## src/rtl/pipe_hazard_ctrl_pkg.sv

```systemverilog
// pipe_hazard_ctrl_pkg
//   Shared types and constants for the pipeline hazard controller:
//   register address width, the x0 register index, reset level,
//   FSM state encoding and the flush-counter type.
//   Ports: none (package).
package pipe_hazard_ctrl_pkg;

  localparam int REG_ADDR_W = 5;
  typedef logic [REG_ADDR_W-1:0] reg_addr_t;

  localparam reg_addr_t ZERO_REG   = '0;
  localparam logic      RST_ENABLE = 1'b0;   // rst_i is active-low

  typedef enum logic [1:0] {
    HAZ_RUN   = 2'd0,
    HAZ_HAZ   = 2'd1,
    HAZ_BUSY  = 2'd2,
    HAZ_FLUSH = 2'd3
  } haz_state_e;

  // FLUSH_LAT tops out at 7, so the reload value FLUSH_LAT-1 fits in 3 bits.
  localparam int FLUSH_CNT_W = 3;
  typedef logic [FLUSH_CNT_W-1:0] flush_cnt_t;

endpackage

```

## src/rtl/pipe_hazard_ctrl_if.sv

```systemverilog
// pipe_hazard_ctrl_if
//   Bundle between the id stage and the hazard controller.
//   master : id-stage side, drives decode info and EX status, receives
//            stall/flush/issue controls.
//   slave  : the hazard controller.
//   Signals: id_valid_i, reg1_re_i, reg1_raddr_i, reg2_re_i, reg2_raddr_i,
//            reg_we_i, reg_waddr_i, ex_busy_i, branch_taken_i (to controller);
//            stall_if_o, stall_id_o, flush_if_o, flush_id_o, issue_o,
//            state_o (from controller).
interface pipe_hazard_ctrl_if;
  import pipe_hazard_ctrl_pkg::*;

  logic      id_valid_i;
  logic      reg1_re_i;
  reg_addr_t reg1_raddr_i;
  logic      reg2_re_i;
  reg_addr_t reg2_raddr_i;
  logic      reg_we_i;
  reg_addr_t reg_waddr_i;
  logic      ex_busy_i;
  logic      branch_taken_i;

  logic       stall_if_o;
  logic       stall_id_o;
  logic       flush_if_o;
  logic       flush_id_o;
  logic       issue_o;
  logic [1:0] state_o;

  modport master (
    output id_valid_i, reg1_re_i, reg1_raddr_i, reg2_re_i, reg2_raddr_i,
           reg_we_i, reg_waddr_i, ex_busy_i, branch_taken_i,
    input  stall_if_o, stall_id_o, flush_if_o, flush_id_o, issue_o, state_o
  );

  modport slave (
    input  id_valid_i, reg1_re_i, reg1_raddr_i, reg2_re_i, reg2_raddr_i,
           reg_we_i, reg_waddr_i, ex_busy_i, branch_taken_i,
    output stall_if_o, stall_id_o, flush_if_o, flush_id_o, issue_o, state_o
  );

endinterface

```

## src/rtl/pipe_hazard_ctrl_sb.sv

```systemverilog
// pipe_hazard_ctrl_sb (hazard scoreboard)
//   Shift register of in-flight register writes, one entry per cycle
//   between ID issue and regfile write, plus two address comparators.
//   Ports:
//     clk_i, rst_i        clock, synchronous active-low reset
//     shift_en            advance the pipe (low while EX is frozen)
//     push_valid/addr     new entry0 contents
//     q1_addr, q2_addr    source addresses to look up
//     q1_match, q2_match  address matches some valid entry
module pipe_hazard_ctrl_sb
  import pipe_hazard_ctrl_pkg::*;
#(
  parameter int WB_DEPTH = 3
) (
  input  logic      clk_i,
  input  logic      rst_i,
  input  logic      shift_en,
  input  logic      push_valid,
  input  reg_addr_t push_addr,
  input  reg_addr_t q1_addr,
  input  reg_addr_t q2_addr,
  output logic      q1_match,
  output logic      q2_match
);

  logic [WB_DEPTH-1:0] valid_q;
  reg_addr_t           addr_q [WB_DEPTH];

  always_ff @(posedge clk_i) begin
    if (rst_i == RST_ENABLE) begin
      valid_q <= '0;
    end else if (shift_en) begin
      for (int k = WB_DEPTH - 1; k > 0; k--) valid_q[k] <= valid_q[k-1];
      valid_q[0] <= push_valid;
    end
  end

  // Address payload needs no reset; it is qualified by valid_q.
  always_ff @(posedge clk_i) begin
    if (shift_en) begin
      for (int k = WB_DEPTH - 1; k > 0; k--) addr_q[k] <= addr_q[k-1];
      addr_q[0] <= push_addr;
    end
  end

  // The last entry is included: the regfile has no write-through, so the
  // value is not readable until the cycle after it retires.
  always_comb begin
    q1_match = 1'b0;
    q2_match = 1'b0;
    for (int k = 0; k < WB_DEPTH; k++) begin
      if (valid_q[k] && (addr_q[k] == q1_addr)) q1_match = 1'b1;
      if (valid_q[k] && (addr_q[k] == q2_addr)) q2_match = 1'b1;
    end
  end

endmodule

```

## src/rtl/pipe_hazard_ctrl.sv

```systemverilog
// pipe_hazard_ctrl
//   Pipeline sequencer for the in-order core (no forwarding). Stalls if/id
//   on RAW hazards against in-flight writes, freezes the pipe while a
//   multi-cycle EX op runs, and flushes if/id for FLUSH_LAT extra cycles
//   after a taken branch.
//   Ports:
//     clk_i   core clock
//     rst_i   synchronous active-low reset
//     bus     pipe_hazard_ctrl_if.slave (decode info in, stall/flush out)
//   Optional (macro HAZARD_STATS_EN): haz_cnt_o, busy_cnt_o, flush_cnt_o,
//     32-bit wrap-around event counters.
//
//   state     | meaning
//   ----------+-----------------------------------------------
//   HAZ_RUN   | normal issue
//   HAZ_HAZ   | last cycle stalled on a RAW hazard
//   HAZ_BUSY  | last cycle frozen by a multi-cycle EX op
//   HAZ_FLUSH | flushing if/id after a redirect
//
//   Outputs are combinational from inputs, state and flush counter; the
//   state only selects the FLUSH behaviour and is otherwise informational.
module pipe_hazard_ctrl
  import pipe_hazard_ctrl_pkg::*;
#(
  parameter int WB_DEPTH  = 3,
  parameter int FLUSH_LAT = 1
) (
  input  logic clk_i,
  input  logic rst_i,
  pipe_hazard_ctrl_if.slave bus
`ifdef HAZARD_STATS_EN
  ,
  output logic [31:0] haz_cnt_o,
  output logic [31:0] busy_cnt_o,
  output logic [31:0] flush_cnt_o
`endif
);

  localparam bit         HAS_FLUSH    = (FLUSH_LAT > 0);
  localparam flush_cnt_t FLUSH_RELOAD = HAS_FLUSH ? flush_cnt_t'(FLUSH_LAT - 1) : '0;

  haz_state_e state_q;
  flush_cnt_t flush_cnt_q;

  logic m1, m2, haz;
  logic sb_shift, sb_push;
  logic issue, stall_if, stall_id, flush_if, flush_id;
  logic haz_stall, busy_stall;

  pipe_hazard_ctrl_sb #(
    .WB_DEPTH (WB_DEPTH)
  ) u_hazard_sb (
    .clk_i      (clk_i),
    .rst_i      (rst_i),
    .shift_en   (sb_shift),
    .push_valid (sb_push),
    .push_addr  (bus.reg_waddr_i),
    .q1_addr    (bus.reg1_raddr_i),
    .q2_addr    (bus.reg2_raddr_i),
    .q1_match   (m1),
    .q2_match   (m2)
  );

  assign haz = bus.id_valid_i &
               ((bus.reg1_re_i & (bus.reg1_raddr_i != ZERO_REG) & m1) |
                (bus.reg2_re_i & (bus.reg2_raddr_i != ZERO_REG) & m2));

  always_comb begin
    issue      = 1'b0;
    stall_if   = 1'b0;
    stall_id   = 1'b0;
    flush_if   = 1'b0;
    flush_id   = 1'b0;
    sb_shift   = 1'b1;
    sb_push    = 1'b0;
    haz_stall  = 1'b0;
    busy_stall = 1'b0;
    if (rst_i == RST_ENABLE) begin
      flush_if = 1'b1;
      flush_id = 1'b1;
    end else if (bus.branch_taken_i || (state_q == HAZ_FLUSH)) begin
      flush_if = 1'b1;
      flush_id = 1'b1;
    end else if (bus.ex_busy_i) begin
      stall_if   = 1'b1;
      stall_id   = 1'b1;
      sb_shift   = 1'b0;
      busy_stall = 1'b1;
    end else if (haz) begin
      // Bubble into EX so the stalled instruction is not issued twice.
      stall_if  = 1'b1;
      stall_id  = 1'b1;
      flush_id  = 1'b1;
      haz_stall = 1'b1;
    end else begin
      issue   = bus.id_valid_i;
      sb_push = bus.id_valid_i & bus.reg_we_i & (bus.reg_waddr_i != ZERO_REG);
    end
  end

  assign bus.issue_o    = issue;
  assign bus.stall_if_o = stall_if;
  assign bus.stall_id_o = stall_id;
  assign bus.flush_if_o = flush_if;
  assign bus.flush_id_o = flush_id;
  assign bus.state_o    = (rst_i == RST_ENABLE) ? HAZ_RUN : state_q;

  always_ff @(posedge clk_i) begin
    if (rst_i == RST_ENABLE) begin
      state_q     <= HAZ_RUN;
      flush_cnt_q <= '0;
    end else if (bus.branch_taken_i) begin
      // A redirect during FLUSH simply reloads the counter.
      if (HAS_FLUSH) begin
        state_q     <= HAZ_FLUSH;
        flush_cnt_q <= FLUSH_RELOAD;
      end else begin
        state_q <= HAZ_RUN;
      end
    end else if (state_q == HAZ_FLUSH) begin
      if (flush_cnt_q == '0) state_q <= HAZ_RUN;
      else                   flush_cnt_q <= flush_cnt_q - 1'b1;
    end else if (bus.ex_busy_i) begin
      state_q <= HAZ_BUSY;
    end else if (haz) begin
      state_q <= HAZ_HAZ;
    end else begin
      state_q <= HAZ_RUN;
    end
  end

`ifdef HAZARD_STATS_EN
  always_ff @(posedge clk_i) begin
    if (rst_i == RST_ENABLE) begin
      haz_cnt_o   <= '0;
      busy_cnt_o  <= '0;
      flush_cnt_o <= '0;
    end else begin
      haz_cnt_o   <= haz_cnt_o   + 32'(haz_stall);
      busy_cnt_o  <= busy_cnt_o  + 32'(busy_stall);
      flush_cnt_o <= flush_cnt_o + 32'(bus.branch_taken_i);
    end
  end
`endif

endmodule
```

## src/flat_wrapper.sv

```systemverilog
// flat-port wrapper written by rule: the top's interface ports become plain ports
module pipe_hazard_ctrl_flat import pipe_hazard_ctrl_pkg::*;
#(
  parameter int WB_DEPTH  = 3,
  parameter int FLUSH_LAT = 1
)
  (clk_i, rst_i, bus_id_valid_i, bus_reg1_re_i, bus_reg1_raddr_i, bus_reg2_re_i, bus_reg2_raddr_i, bus_reg_we_i, bus_reg_waddr_i, bus_ex_busy_i, bus_branch_taken_i, bus_stall_if_o, bus_stall_id_o, bus_flush_if_o, bus_flush_id_o, bus_issue_o, bus_state_o);
  pipe_hazard_ctrl_if bus_i ();
  input  logic clk_i;
  input  logic rst_i;
  input wire logic [$bits(bus_i.id_valid_i)-1:0] bus_id_valid_i;
  input wire logic [$bits(bus_i.reg1_re_i)-1:0] bus_reg1_re_i;
  input wire logic [$bits(bus_i.reg1_raddr_i)-1:0] bus_reg1_raddr_i;
  input wire logic [$bits(bus_i.reg2_re_i)-1:0] bus_reg2_re_i;
  input wire logic [$bits(bus_i.reg2_raddr_i)-1:0] bus_reg2_raddr_i;
  input wire logic [$bits(bus_i.reg_we_i)-1:0] bus_reg_we_i;
  input wire logic [$bits(bus_i.reg_waddr_i)-1:0] bus_reg_waddr_i;
  input wire logic [$bits(bus_i.ex_busy_i)-1:0] bus_ex_busy_i;
  input wire logic [$bits(bus_i.branch_taken_i)-1:0] bus_branch_taken_i;
  output wire logic [$bits(bus_i.stall_if_o)-1:0] bus_stall_if_o;
  output wire logic [$bits(bus_i.stall_id_o)-1:0] bus_stall_id_o;
  output wire logic [$bits(bus_i.flush_if_o)-1:0] bus_flush_if_o;
  output wire logic [$bits(bus_i.flush_id_o)-1:0] bus_flush_id_o;
  output wire logic [$bits(bus_i.issue_o)-1:0] bus_issue_o;
  output wire logic [$bits(bus_i.state_o)-1:0] bus_state_o;
  assign bus_i.id_valid_i = bus_id_valid_i;
  assign bus_i.reg1_re_i = bus_reg1_re_i;
  assign bus_i.reg1_raddr_i = bus_reg1_raddr_i;
  assign bus_i.reg2_re_i = bus_reg2_re_i;
  assign bus_i.reg2_raddr_i = bus_reg2_raddr_i;
  assign bus_i.reg_we_i = bus_reg_we_i;
  assign bus_i.reg_waddr_i = bus_reg_waddr_i;
  assign bus_i.ex_busy_i = bus_ex_busy_i;
  assign bus_i.branch_taken_i = bus_branch_taken_i;
  assign bus_stall_if_o = bus_i.stall_if_o;
  assign bus_stall_id_o = bus_i.stall_id_o;
  assign bus_flush_if_o = bus_i.flush_if_o;
  assign bus_flush_id_o = bus_i.flush_id_o;
  assign bus_issue_o = bus_i.issue_o;
  assign bus_state_o = bus_i.state_o;
  pipe_hazard_ctrl #(.WB_DEPTH(WB_DEPTH), .FLUSH_LAT(FLUSH_LAT)) u_core (.clk_i(clk_i), .rst_i(rst_i), .bus(bus_i));
endmodule
```

## config.mk

```make
export PLATFORM = sky130hd
export DESIGN_NAME = pipe_hazard_ctrl_flat
export DESIGN_NICKNAME = d
export VERILOG_FILES = /design/src/rtl/pipe_hazard_ctrl_pkg.sv /design/src/rtl/pipe_hazard_ctrl_if.sv /design/src/rtl/pipe_hazard_ctrl_sb.sv /design/src/rtl/pipe_hazard_ctrl.sv /design/src/flat_wrapper.sv
export SDC_FILE = /design/constraint.sdc
export NUM_CORES = 1
export LEC_CHECK = 0
export ABC_AREA = 1
export CAP_MARGIN = 30
export CORE_MARGIN = 5
export CORE_UTILIZATION = 53
export CTS_BUF_LIST = sky130_fd_sc_hd__clkbuf_2
export DETAILED_ROUTE_END_ITERATION = 8
export PLACE_DENSITY_LB_ADDON = 0.1
export SLEW_MARGIN = 30
export SYNTH_ARGS = -nofsm -noshare
export SYNTH_HDL_FRONTEND = slang
export SYNTH_SLANG_ARGS = --single-unit
```

## constraint.sdc

```tcl
create_clock -name clk_i -period 2.45 [get_ports clk_i]
set_input_delay 0.6125 -clock clk_i [delete_from_list [all_inputs] [get_ports clk_i]]
set_output_delay 0.6125 -clock clk_i [all_outputs]
set_load 0.02 [all_outputs]
```

; ---- Word level (Yosys, flattened, before mapping)
; Memory sizes are Yosys's and may differ from the RTL's.
; Cells that the tools add are included.
[totals]
ramBits = 15
n_memories = 1
regBits = 8
in_bits = 23
output_inout_bits = 7
[memory_table]
columns = memory, words, width, rd, rd_clocked_by_memory_dff, write_ports, line
row1 = u_core.u_hazard_sb.addr_q, 3, 5, 3, 0, 3, pipe_hazard_ctrl_sb.sv:27  ; reg_addr_t addr_q [WB_DEPTH];
[op_classes]
n_addsub = 1
bitwise_logic = 10
reduce_logical = 13
n_mux = 33
eq_ne = 8
[op_table]
columns = cell, count
row1 = 5-bit equality test, 6
row2 = 1-bit two-way mux, 28
row3 = 5-bit nonzero test, 3
row4 = 2-bit two-way mux, 5
row5 = 1-bit bitwise AND, 7
row6 = 1-bit logical AND, 6
row7 = 3-bit logical NOT, 1
row8 = 3-bit != test (second input constant), 1
row9 = 3-bit by 1-bit subtractor with 3-bit output (second input constant), 1
row10 = 2-bit equality test (second input constant), 1
row11 = 1-bit NOT, 2
row12 = 2-bit AND reduction, 1
row13 = 2-bit OR reduction, 1
row14 = 1-bit logical OR, 1
row15 = 1-bit OR, 1

; ---- Longest topological paths before layout
; An unclocked memory read counts as a cell.
[logic_depth]
ltp_word = 13
depth_mapped = 11
mapped_depth_nobuf = 10

; ---- Hierarchy
; A second synthesis with hierarchy kept.
[unflattened]
cells_unflattened = 230
hier_area_um2 = 1472.7
[modules_own_cells]
columns = mod, area_each_um2, cells_each, n_inst, seq_area_each_um2
row1 = pipe_hazard_ctrl_sb, 1086.0, 167, 1, 510.5
row2 = pipe_hazard_ctrl, 386.6, 63, 1, 100.1

; ---- Worst setup path after synthesis
; Ideal clock, no wire load.
[synth_timing]
path_type = input port to output port
from = input port rst_i
to = output port bus_stall_if_o
path_slack_ns = -0.001
path_stages = 8
required_time_ns = 1.837
arrival_ns = 1.838
cell_sequence = buf_2 -> nand2_2 -> nor2_2 -> inv_2 -> nor2_2 -> inv_2 -> o21ai_1 -> buf_4
[synth_between]
elab_chain_cells = 1
[synth_rtl]
columns = item, line
row1 = "start, declared", flat_wrapper.sv:10  ; input logic rst_i;
row2 = 1-bit two-way mux, -
row3 = "end, declared", flat_wrapper.sv:20  ; output wire logic [$bits(bus_i.stall_if_o)-1:0] bus_stall_if_o;
; Every way passes these cells.

==> impl_metrics.tcl <==
set metrics [dict create \
    ys_seq_elements 23 \
    vias 1457 \
    grt_pass1_wl_um 5910 \
    worstSetupStartpoint "u_core.u_hazard_sb.addr_q[0][5]" \
    drt_iter0_drc 72 \
    numCtsBuffers 3 \
    path_buf_inv 2 \
    pre_cts_ws_ns -0.820 \
    required_ns 1.84 \
    io_buffers 29 \
    ant_nets 0 \
    top_level_ports 30 \
    worst_slack_ns 0.00980 \
    worstHoldPathCells 1 \
    insertion_delay_ns 0.33 \
    total_power_mw 0.807 \
    slowest_stage "edfxtp_1" \
    post_drt_wl_per_cell_um 11.8 \
    ys_top_cells_by_count "nand2_1, inv_1, nor2_1, edfxtp_1, inv_2" \
    fin_worst_skew_ns 0.00223 \
    yosys_warnings 0 \
    hpwl_um 2740 \
    yosysMostFrequentCell "nand2_1" \
    r2r_start "u_core.flush_cnt_q[0]" \
    finalSetupViolCount 0 \
    max_slew_margin_pct 74.1 \
    timing.final.crit_share_pct 99.6 \
    postSynthAreaPerCell_um2 6.74 \
    arrival_ns 1.83 \
    worst_pin_slew_ns 0.387 \
    dp.cells 289 \
    die_h_um 62.6 \
    wl_um 3460 \
    gp_congestion 0.939 \
    netlist_area_um2 1470 \
    syn_nets 243 \
    dpl_cell_area_um2 1890 \
    hold_path.startpoint "u_core.flush_cnt_q[0]" \
    multi_input_area_um2 728 \
    synthesis.instances 218 \
    grt_antenna_before_repair 0 \
    clockRootBuffer "clkbuf_2" \
    r2r_cells 8 \
    fp.dieArea_um2 3920 \
    clock-sinks 23 \
    pwr_density_cell_nw_per_um2 419 \
    num_antenna_cells 0 \
    max-clock-path-buffers 2 \
    maxSlewViolCount 0 \
    grt_usage_pct 18.3 \
    synth_ff_type "edfxtp_1" \
    initial_core_util_pct 54.2 \
    path_depth 11 \
    timing.fmax_ghz 0.410 \
    rrSetupSlack_ns 0.94 \
    peakVddDrop_v 0.000441 \
    path_max_fanout 5 \
    drive_above_1_share_pct 24.0 \
    timing.final.hold_violations 0 \
    synth_edf_count 15 \
    stdcell_area_um2 1930 \
    cp_top_family "simple AND/OR/NAND/NOR gates" \
    hold_ws_ns 0.466 \
    start_kind "flop" \
    vias_per_cell 4.96 \
    holdPathEnd "u_core.flush_cnt_q[0]" \
    cp-end-kind "output port" \
    fillers 253 \
    synth_top_area_share_pct 30.7 \
    drcViolationCount 0 \
    layout.area.seq_um2 611 \
    yosysUniqueCellTypes 22 \
    worst-setup-path-type "reg -> out" \
    grt_max_degree 20 \
    path_cells "inv_1, nand2_1, nand2_1, nor2_1, nand3_1, nand3_2, nand2_2, nand2_2, nand2_2, o21ai_1, buf_4" \
    post-route-min-period_ns 2.44 \
    overflow 0 \
    p_leak_nw 0.986 \
    async_reset_ff_share_pct 0 \
    utilization_pct 71.1 \
    synth_top_area_cell "edfxtp_1" \
    grt_pass1_vias 1431 \
    instances_no_fill 294 \
    rows 19 \
    maxCapViolations 0 \
    path_clk_slew_ns 0.21 \
    setup_tns_ns 0 \
    path_common_cell "nand2_2" \
    die-width_um 62.6 \
    status "completed" \
    coreArea_um2 2710 \
    synth-seq-area-share_pct 41.6 \
    cts_tree "yes" \
    hold_class "reg -> reg" \
    r2r_end "u_core.state_q[1]" \
    firstDrtPassIters 4 \
    area_growth_pct 31.1 \
    h-tree-depth 1 \
    rsz0062_at_grt "yes" \
    slowest_delay_ns 0.48 \
    synth_area_leaders "edfxtp_1, nand2_1, dfxtp_1" \
    fin_nets 289 \
]
-- cells in the final DEF, fill, tap and decap left out, types with 3 or more instances in the layout --
cell | netlist | routed
clkdlybuf4s15_2 | 0 | 6
nand2_2 | 4 | 5
dfxtp_1 | 8 | 8
clkdlybuf4s50_1 | 0 | 12
buf_2 | 1 | 3
nor2_2 | 5 | 5
inv_2 | 13 | 13
nand4_1 | 5 | 5
edfxtp_1 | 15 | 15
o21ai_1 | 6 | 7
inv_1 | 26 | 26
buf_6 | 0 | 3
a211oi_1 | 3 | 3
nand3_1 | 7 | 7
buf_4 | 1 | 15
nor2_1 | 26 | 25
clkbuf_2 | 0 | 5
nand2_1 | 82 | 81
-- routing by layer --
layer | track usage [%] | vias to the layer above | wire (um)
met5 | 0 | - | 0
met4 | 8.22 | 0 | 87
met3 | 3.06 | 10 | 174
met2 | 30.1 | 45 | 1630
met1 | 23.4 | 633 | 1570
li1 | - | 769 | -
-- logic make-up (layout without fill, tap and decap cells) --
logic type               after synthesis  in the layout  share of synthesized area (%)
AO/OA/AOI/OAI                         19             19                           7.41
AND/OR/NAND/NOR                      133            133                           38.5
flip-flops                            23             23                           41.6
buffers and inverters                 41             86                           10.8
adder cells (fa/ha/maj)                2              2                           1.70
-- area by class of cell --
cell class | count | share of cell area [%]
timing repair buffer | 43 | 19.8
tap | 31 | 2.01
clock buffer | 4 | 1.04
inverter | 39 | 7.60
multi-input combinational | 154 | 37.8
sequential | 23 | 31.7
-- repair_timing --
item / in CTS / in global routing
pin swaps: 13 / 6
buffers inserted: 1 / 0
gates resized for setup: 61 / 8
endpoints found under the hold margin: 0 / 0
endpoints found under the setup margin: 7 / 5
hold buffers: 0 / 0
-- worst reg2reg max path, stage by stage, from the launching register on --
cell and delay (ns):
dfxtp_1 0.39, inv_1 0.05, ha_1 0.19, ha_1 0.17, nor2_1 0.32, nor2_1 0.13, o21ai_0 0.11, nand2_1 0.07
inv_1 0.05
-- power breakdown --
| part | leakage [nW] | total (mW) | switching [mW] | internal, mW |
|---|---|---|---|---|
| combinational | 0.748 | 0.190 | 0.104 | 0.0859 |
| sequential | 0.221 | 0.463 | 0.0229 | 0.440 |
| clock | 0.0166 | 0.154 | 0.111 | 0.0432 |
| total | 0.986 | 0.807 | 0.238 | 0.569 |
-- registers in the layout, summed over array words and instances (netlist names) --
signal	count
u_core.flush_cnt_q	3
u_core.u_hazard_sb.valid_q	3
u_core.state_q	2
u_core.u_hazard_sb.addr_q	15
-- worst max-delay path by stage --
stage / endpoint / slack (ns)
4_1_cts: bus_stall_id_o / -0.003
5_1_grt: bus_stall_if_o / -0.11
6_report: bus_flush_id_o / 0.01
3_3_place_gp: bus_flush_id_o / -0.78
3_5_place_dp: bus_flush_id_o / -0.82
2_1_floorplan: bus_stall_if_o / 0.14
Note: power is estimated with default switching activity, not from simulation.
